<file path="src/rtl/uart_pkg.sv">
// Shared UART definitions: transmitter FSM encoding and the bit timing common
// to the sensor-board receiver and this transmitter.
package uart_pkg;

  typedef enum logic [2:0] {
    s_IDLE  = 3'b000,
    s_START = 3'b001,
    s_DATA  = 3'b010,
    s_STOP  = 3'b011
  } tx_state_t;

  localparam int unsigned CLKS_PER_BIT_DEFAULT = 217;
  localparam int unsigned MID_BIT              = 108;

endpackage

</file>
<file path="src/rtl/uart_tx.sv">
// 8N1 UART transmitter with a one-byte holding buffer so consecutive frames
// can be sent with no idle gap between stop bit and the next start bit.
module uart_tx
  import uart_pkg::*;
#(
  parameter int unsigned CLKS_PER_BIT = CLKS_PER_BIT_DEFAULT,
  parameter int unsigned CNT_W        = 8
) (
  input  logic       i_CLK,
  input  logic       i_RST,
  input  logic       i_Tx_DV,
  input  logic [7:0] i_Tx_Byte,
  output logic       o_Tx_Ready,
  output logic       o_Tx_Active,
  output logic       o_Tx_Serial,
  output logic       o_Tx_Done
);

  localparam logic [CNT_W-1:0] CNT_LAST = CNT_W'(CLKS_PER_BIT - 1);

  tx_state_t        state, state_n;
  logic [CNT_W-1:0] cnt, cnt_n;
  logic [2:0]       bit_idx, bit_idx_n;
  logic [7:0]       shift, shift_n;
  logic [7:0]       buf_data, buf_data_n;
  logic             buf_full, buf_full_n;
  logic             serial_n, active_n, done_n;
  logic             accept;

  assign accept = i_Tx_DV && !buf_full;

  always_ff @(posedge i_CLK) begin
    if (i_RST) begin
      state       <= s_IDLE;
      cnt         <= '0;
      bit_idx     <= '0;
      shift       <= '0;
      buf_data    <= '0;
      buf_full    <= 1'b0;
      o_Tx_Serial <= 1'b1;
      o_Tx_Ready  <= 1'b1;
      o_Tx_Active <= 1'b0;
      o_Tx_Done   <= 1'b0;
    end else begin
      state       <= state_n;
      cnt         <= cnt_n;
      bit_idx     <= bit_idx_n;
      shift       <= shift_n;
      buf_data    <= buf_data_n;
      buf_full    <= buf_full_n;
      o_Tx_Serial <= serial_n;
      o_Tx_Ready  <= !buf_full_n;
      o_Tx_Active <= active_n;
      o_Tx_Done   <= done_n;
    end
  end

  always_comb begin
    state_n    = state;
    cnt_n      = cnt;
    bit_idx_n  = bit_idx;
    shift_n    = shift;
    buf_data_n = buf_data;
    buf_full_n = buf_full;
    done_n     = 1'b0;

    // Outside IDLE an accepted byte can only go to the holding buffer.
    if (accept && state != s_IDLE) begin
      buf_data_n = i_Tx_Byte;
      buf_full_n = 1'b1;
    end

    case (state)
      s_IDLE: begin
        cnt_n     = '0;
        bit_idx_n = '0;
        if (buf_full) begin
          shift_n    = buf_data;
          buf_full_n = 1'b0;
          state_n    = s_START;
        end else if (accept) begin
          shift_n = i_Tx_Byte;
          state_n = s_START;
        end
      end

      s_START: begin
        if (cnt == CNT_LAST) begin
          cnt_n   = '0;
          state_n = s_DATA;
        end else begin
          cnt_n = cnt + CNT_W'(1);
        end
      end

      s_DATA: begin
        if (cnt == CNT_LAST) begin
          cnt_n = '0;
          if (bit_idx == 3'd7) begin
            bit_idx_n = '0;
            state_n   = s_STOP;
          end else begin
            bit_idx_n = bit_idx + 3'd1;
          end
        end else begin
          cnt_n = cnt + CNT_W'(1);
        end
      end

      s_STOP: begin
        if (cnt == CNT_LAST) begin
          cnt_n  = '0;
          done_n = 1'b1;
          // Only a byte buffered before this edge chains straight into START.
          if (buf_full) begin
            shift_n    = buf_data;
            buf_full_n = 1'b0;
            state_n    = s_START;
          end else begin
            state_n = s_IDLE;
          end
        end else begin
          cnt_n = cnt + CNT_W'(1);
        end
      end

      default: begin
        state_n   = s_IDLE;
        cnt_n     = '0;
        bit_idx_n = '0;
      end
    endcase
  end

  // Line level is derived from the next state so the output is registered
  // yet still changes on the same edge as the state.
  always_comb begin
    serial_n = 1'b1;
    active_n = 1'b1;
    case (state_n)
      s_START: serial_n = 1'b0;
      s_DATA:  serial_n = shift_n[bit_idx_n];
      s_STOP:  serial_n = 1'b1;
      default: begin
        serial_n = 1'b1;
        active_n = 1'b0;
      end
    endcase
  end

endmodule

</file>
<file path="config.mk">
export PLATFORM = sky130hd
export DESIGN_NAME = uart_tx
export DESIGN_NICKNAME = d
export VERILOG_FILES = /design/src/rtl/uart_pkg.sv /design/src/rtl/uart_tx.sv
export SDC_FILE = /design/constraint.sdc
export NUM_CORES = 1
export LEC_CHECK = 0
export ABC_AREA = 1
export CAP_MARGIN = 10
export CORE_UTILIZATION = 51
export CTS_BUF_LIST = sky130_fd_sc_hd__clkbuf_16
export DETAILED_ROUTE_END_ITERATION = 8
export MAX_ROUTING_LAYER = met4
export PLACE_DENSITY = 0.74
export SLEW_MARGIN = 10
export SYNTH_ARGS = -nofsm -noshare
export SYNTH_HDL_FRONTEND = slang
export SYNTH_SLANG_ARGS = --single-unit
</file>
<file path="constraint.sdc">
create_clock -name i_CLK -period 1.8 [get_ports i_CLK]
set_input_delay 0.27 -clock i_CLK [delete_from_list [all_inputs] [get_ports i_CLK]]
set_output_delay 0.27 -clock i_CLK [all_outputs]
set_load 0.05 [all_outputs]
</file>
# Yosys cells after proc, flatten, opt, wreduce, memory -nomap -nowiden

Index checks and enable logic that the tools add are counted.

Register bits: 35
Bits of input ports: 11
Output and inout bits: 4
Word-level logic and storage cells: 59

Add/subtract/negate cells: 2
Magnitude comparators: 1
Equality and inequality tests: 8
Mux-type cells: 25
Bitwise gates (word level): 2
Reductions and logical operators: 11

Operator list:

| cell                                                                          | number |
|---|---|
| 8-bit 2-to-1 mux                                                              | 4 |
| 3-bit 2-to-1 mux                                                              | 8 |
| 8-bit one-hot mux with 2 select lines                                         | 1 |
| 3-bit by 2-bit == test with 1-bit output (second input constant)              | 4 |
| 3-bit one-hot mux with 4 select lines                                         | 1 |
| 3-bit OR reduction                                                            | 3 |
| 8-bit by 1-bit adder with 8-bit output (second input constant)                | 1 |
| 8-bit == test (second input constant)                                         | 1 |
| 1-bit 2-to-1 mux                                                              | 7 |
| 3-bit by 1-bit == test with 1-bit output (second input constant)              | 2 |
| 3-bit one-hot mux with 2 select lines                                         | 1 |
| 3-bit by 4-bit less-than comparator with 1-bit output (second input constant) | 1 |
| 1-bit one-hot mux with 2 select lines                                         | 2 |
| 2-bit OR reduction                                                            | 2 |
| 3-bit by 1-bit adder with 3-bit output (second input constant)                | 1 |
| 1-bit binary-select mux with 3-bit select                                     | 1 |
| 3-bit == test (second input constant)                                         | 1 |
| 3-bit logical NOT                                                             | 1 |
| 3-bit nonzero test                                                            | 1 |
| 1-bit logical AND                                                             | 2 |
| 1-bit logical NOT                                                             | 2 |
| 1-bit NOT                                                                     | 2 |

# Depth between registers and ports, before layout

Depth after elaboration: 8
Gate-level depth with buffers: 16
Gate-level depth less buffers: 16

# Least setup slack after synthesis

No wires, ideal clock.

Kind: reg-to-reg
From: register bit_idx[0]
To: register o_Tx_Serial
Setup time: 109 ps
Arrival: 1,604 ps
Setup slack: 87 ps
Stages on the path, launching flop included: 14
Buffers on the path: 0
Period minus slack after synthesis: 1,713 ps
Cells stage by stage: dfxtp_1 -> ha_1 -> ha_1 -> or2_2 -> nand3_1 -> nand3_1 -> nand2_1 -> nand3_1 -> nand3_1 -> nand2_1 -> nand2_1 -> nand3_1 -> nand2_1 -> inv_1

Cells in the longest elaborated chain, start to end: 7
Elaborated cells between the ends (all ways): 13
Classes of those cells: add/sub (1); eq/ne (3); mux (9)

Ends and longest elaborated chain:

| item                                                                    | RTL line                      | RTL |
|---|---|---|
| start, declared                                                         | uart_tx.sv:23                 | `logic [2:0] bit_idx, bit_idx_n;` |
| start signal, assigned                                                  | uart_tx.sv:47                 | `bit_idx <= bit_idx_n;` |
| 3-bit by 1-bit adder with 3-bit output or 3-bit == test (tied branches) | uart_tx.sv:103, uart_tx.sv:99 |  |
| 3-bit 2-to-1 mux                                                        | uart_tx.sv:99                 | `if (bit_idx == 3'd7) begin` |
| 3-bit 2-to-1 mux                                                        | uart_tx.sv:97                 | `if (cnt == CNT_LAST) begin` |
| 3-bit one-hot mux with 2 select lines                                   | uart_tx.sv:73                 | `case (state)` |
| 1-bit binary-select mux with 3-bit select                               | uart_tx.sv:142                | `s_DATA: serial_n = shift_n[bit_idx_n];` |
| 1-bit 2-to-1 mux (implied by the code)                                  | uart_tx.sv:142                |  |
| 1-bit one-hot mux with 2 select lines (*)                               | uart_tx.sv:140                | `case (state_n)` |
| end signal, assigned                                                    | uart_tx.sv:51                 | `o_Tx_Serial <= serial_n;` |
| end, declared                                                           | uart_tx.sv:15                 | `output logic o_Tx_Serial,` |

Mark *: on every way between the ends. The rest lies on a longest branch, timed or not. The select of a mux whose other input is x is not followed.
A chain may end at the register's enable or synchronous reset.

# Worst setup path in the final report

From: register cnt[1]
To: register o_Tx_Serial

Cells in the longest elaborated chain, start to end: 6
Elaborated cells between the ends (all ways): 14
Classes of those cells: eq/ne (3); mux (11)

Ends and longest elaborated chain:

| item                                                                                           | RTL line                                     | RTL |
|---|---|---|
| start, declared                                                                                | uart_tx.sv:22                                | `logic [CNT_W-1:0] cnt, cnt_n;` |
| start signal, assigned                                                                         | uart_tx.sv:46                                | `cnt <= cnt_n;` |
| 8-bit == test (*)                                                                              | uart_tx.sv:88, uart_tx.sv:97, uart_tx.sv:111 |  |
| 8-bit 2-to-1 mux or 3-bit 2-to-1 mux (tied branches)                                           | uart_tx.sv:111, uart_tx.sv:97                |  |
| 8-bit one-hot mux with 2 select lines or 3-bit one-hot mux with 2 select lines (tied branches) | uart_tx.sv:73                                |  |
| 1-bit binary-select mux with 3-bit select                                                      | uart_tx.sv:142                               |  |
| 1-bit 2-to-1 mux (implied by the code)                                                         | uart_tx.sv:142                               |  |
| 1-bit one-hot mux with 2 select lines (*)                                                      | uart_tx.sv:140                               |  |

Marked as above.

==> flow_summary.ini <==
[run_status]
status = finished with violations
violations = setup timing

[placement]
io_buffer_count = 14
dpl_worst_slack_ns = -0.149
place_hpwl_um = 3160
dpl_cell_area_um2 = 2280
gp_congestion = 0.869

[timing]
finalSetupViolCount = 1
finalSetupTns_ns = -0.0777
hold_slack_ns = 0.511
slew_violations = 0
skew_ns = 0.00521
rsz0062_at_grt = true
tightest_slew_ns = 0.675
fmax_ghz = 0.533
maxSlewHeadroom_pct = 54.8
min_period_ns = 1.88
finalCritPeriodShare_pct = 104
finalHoldViolCount = 0
fin_ws_ns = -0.0777

[worst_hold_path]
worstHoldPathType = reg -> reg
whs_endpoint = cnt[0]
hold-path-cell-count = 2
min-delay-start = cnt[0]

[yosys]
synth_ff_type = dfxtp_1
ys_warn_count = 0
synthCells = 311
synth-edff-count = 0
synth_cell_type_count = 28
ys_ff_latch = 35
seq_area_frac_synth_pct = 35.7
netlist_area_um2 = 1960
ys_top_cells_by_area = dfxtp_1, nand2_1, inv_1
synth_top_area_share_pct = 35.7
async_flop_share_pct = 0
postSynthAreaPerCell_um2 = 6.32
syn_nets = 326
yosysTopAreaCell = dfxtp_1

[run]
drv_cap = 0

[setup_path]
critPathMostFrequentCell = nand2_1
crit_path_cell_trace = inv_2 > ha_4 > nand2_4 > nor2_4 > nand2_4 > buf_4 > nand2_1 > nand2_1 > nand2_2 > nand3_2 > nand3_1 > nand2_1 > nand2_1 > nand3_1 > nand2_1 > inv_1
r2r_slack_ns = -0.08
path_class = reg -> reg
crit_arrival_ns = 2.06
rr_worst_depth = 16
cp_top_family = simple AND/OR/NAND/NOR gates
end_kind = flop
max_stage_delay_ns = 0.33
crit_slowest_cell = dfxtp_2
reg2reg_to = o_Tx_Serial
critPathBufInv = 3
worstReg2RegStart = cnt[1]
start_kind = flop
crit_required_ns = 1.98
worstSetupStartpoint = cnt[1]
cp_max_fo = 6

[layout]
utilization_pct = 70.2
n_antenna_cell = 0
final_nets = 372
syn2layout_area_growth_pct = 31.8
final_area_um2 = 2590
nFillCells = 321
drive_gt1_share_pct = 17.9

[clock_network]
cts_buffer_depth = 2
numCtsBuffers = 5
cts_tree = done
insertion_delay_ns = 0.28
htreeDepth = 2
numClockSinks = 35
cts_hold_buf = 0
clk_pin_slew_worst_paths_ns = 0.06
clockRootBuffer = clkbuf_16

[drt]
drtIter0Drc = 158
vias_per_cell = 5.02
first_pass_iters = 4
drc = 0
top_layer = met4
wl_met1_um = 2180
dr_wl_met2_um = 2410
via_count = 2037
ant_nets = 0
wl_um = 4910
wl_per_cell_um = 12.1
wl_met3_um = 228

[die]
ios = 15
start_util_pct = 53.3
core_area_um2 = 3690
die_w_um = 64.1
row_count = 22
die-area_um2 = 4100
die_height_um = 64.1

[grt]
grt_max_degree = 17
grt_use_total_pct = 24.5
grt_pass1_vias = 1727
antenna_found_initial = 0
grt-ovfl-total = 0
grt_pass1_wl_um = 7530

[power_and_ir_drop]
vdd_ir_drop_max_v = 0.000699
p_per_area_nw_per_um2 = 802
leakage_nw = 1.25
synth_stat cells (all sizes together) (2+ instances only):
library cell  count
nor3              4
nand4             2
dfxtp            35
inv              47
ha                4
a21oi            25
buf               6
xor2              3
nand2            99
nand3            29
nor2             29
nor3b             3
o21ai            18
worst min-delay path: stages (launching register included):
cell     delay [ns]
dfxtp_2        0.33
buf_4          0.11
nor2_1         0.04
per-stage QoR:
step | std cells | total power (W)
after CTS | 396 | 0.00208
after floorplan | 311 | 0.00103
after detailed placement | 387 | 0.00113
final | 406 | 0.00208
after global routing | 406 | 0.00217
after global placement | 387 | 0.00112
cell usage in the layout (no fill, tap or decap), types with 2 or more instances in the layout:
cell	Yosys	final
clkbuf_16	0	5
nor3b_1	3	3
xor2_1	3	3
nand2_4	1	3
nor3_1	4	4
clkinv_1	1	2
o21ai_0	17	17
inv_2	3	6
a21oi_1	25	25
buf_6	1	2
nand4_1	2	2
nand2_1	97	94
inv_1	44	41
nand3_2	0	3
buf_4	0	29
nand3_1	29	26
nand2_2	1	3
nor2_1	26	26
dfxtp_2	0	3
dfxtp_1	35	32
ha_2	0	2
clkdlybuf4s50_1	0	14
metal layers:
metal / GRT usage, % / vias up
met2: 39.9 / 55
li1: - / 1068
met1: 29.9 / 905
met4: 9.38 / 0
met5: - / -
met3: 4.46 / 9
final cells by class:
type | instances | area (um^2) | share of cell area, %
inverter | 48 | 180 | 6.96
clock buffer | 5 | 125 | 4.83
multi-input combinational | 222 | 1100 | 42.5
sequential | 35 | 704 | 27.2
clock inverter | 3 | 38.8 | 1.50
tap | 48 | 60.1 | 2.32
timing repair buffer | 45 | 380 | 14.7
cell families after synthesis:
kind of cell | Yosys count | share of synthesized area (%)
flops | 35 | 35.7
other cells | 1 | 0.191
simple gates | 167 | 36.8
buf+inv | 55 | 11.2
fa+ha+maj | 4 | 2.55
xor+xnor | 3 | 1.34
compound gates | 46 | 12.2
state kept, by name, summed over array words and instances, names as in the netlist, 3 cells and up:
register	flops
buf_data	8
cnt	8
shift	8
bit_idx	3
state	3
how the worst max path moves through the flow:
| stage | slack, ns | cells after the start | end |
|---|---|---|---|
| after floorplan | 0.09 | 13 | o_Tx_Serial |
| after global placement | -0.14 | 15 | o_Tx_Serial |
| after detailed placement | -0.15 | 15 | o_Tx_Serial |
| after CTS | 0.01 | 15 | o_Tx_Serial |
| after global routing | -0.23 | 16 | o_Tx_Serial |
| final | -0.08 | 16 | o_Tx_Serial |
where the power goes:
part           leakage [nW]  switching (W)  internal (W)
logic                 0.880       0.000170      0.000115
registers             0.287      0.0000221      0.000814
clock network        0.0812       0.000310      0.000645
total                  1.25       0.000503       0.00157
repair_timing:
action,CTS,global route
setup buffers,1,9
gates cloned,0,1
gates resized for setup,3,17
endpoints found under the setup margin,1,2
pin swaps,1,11
(Power assumes the default switching activity.)
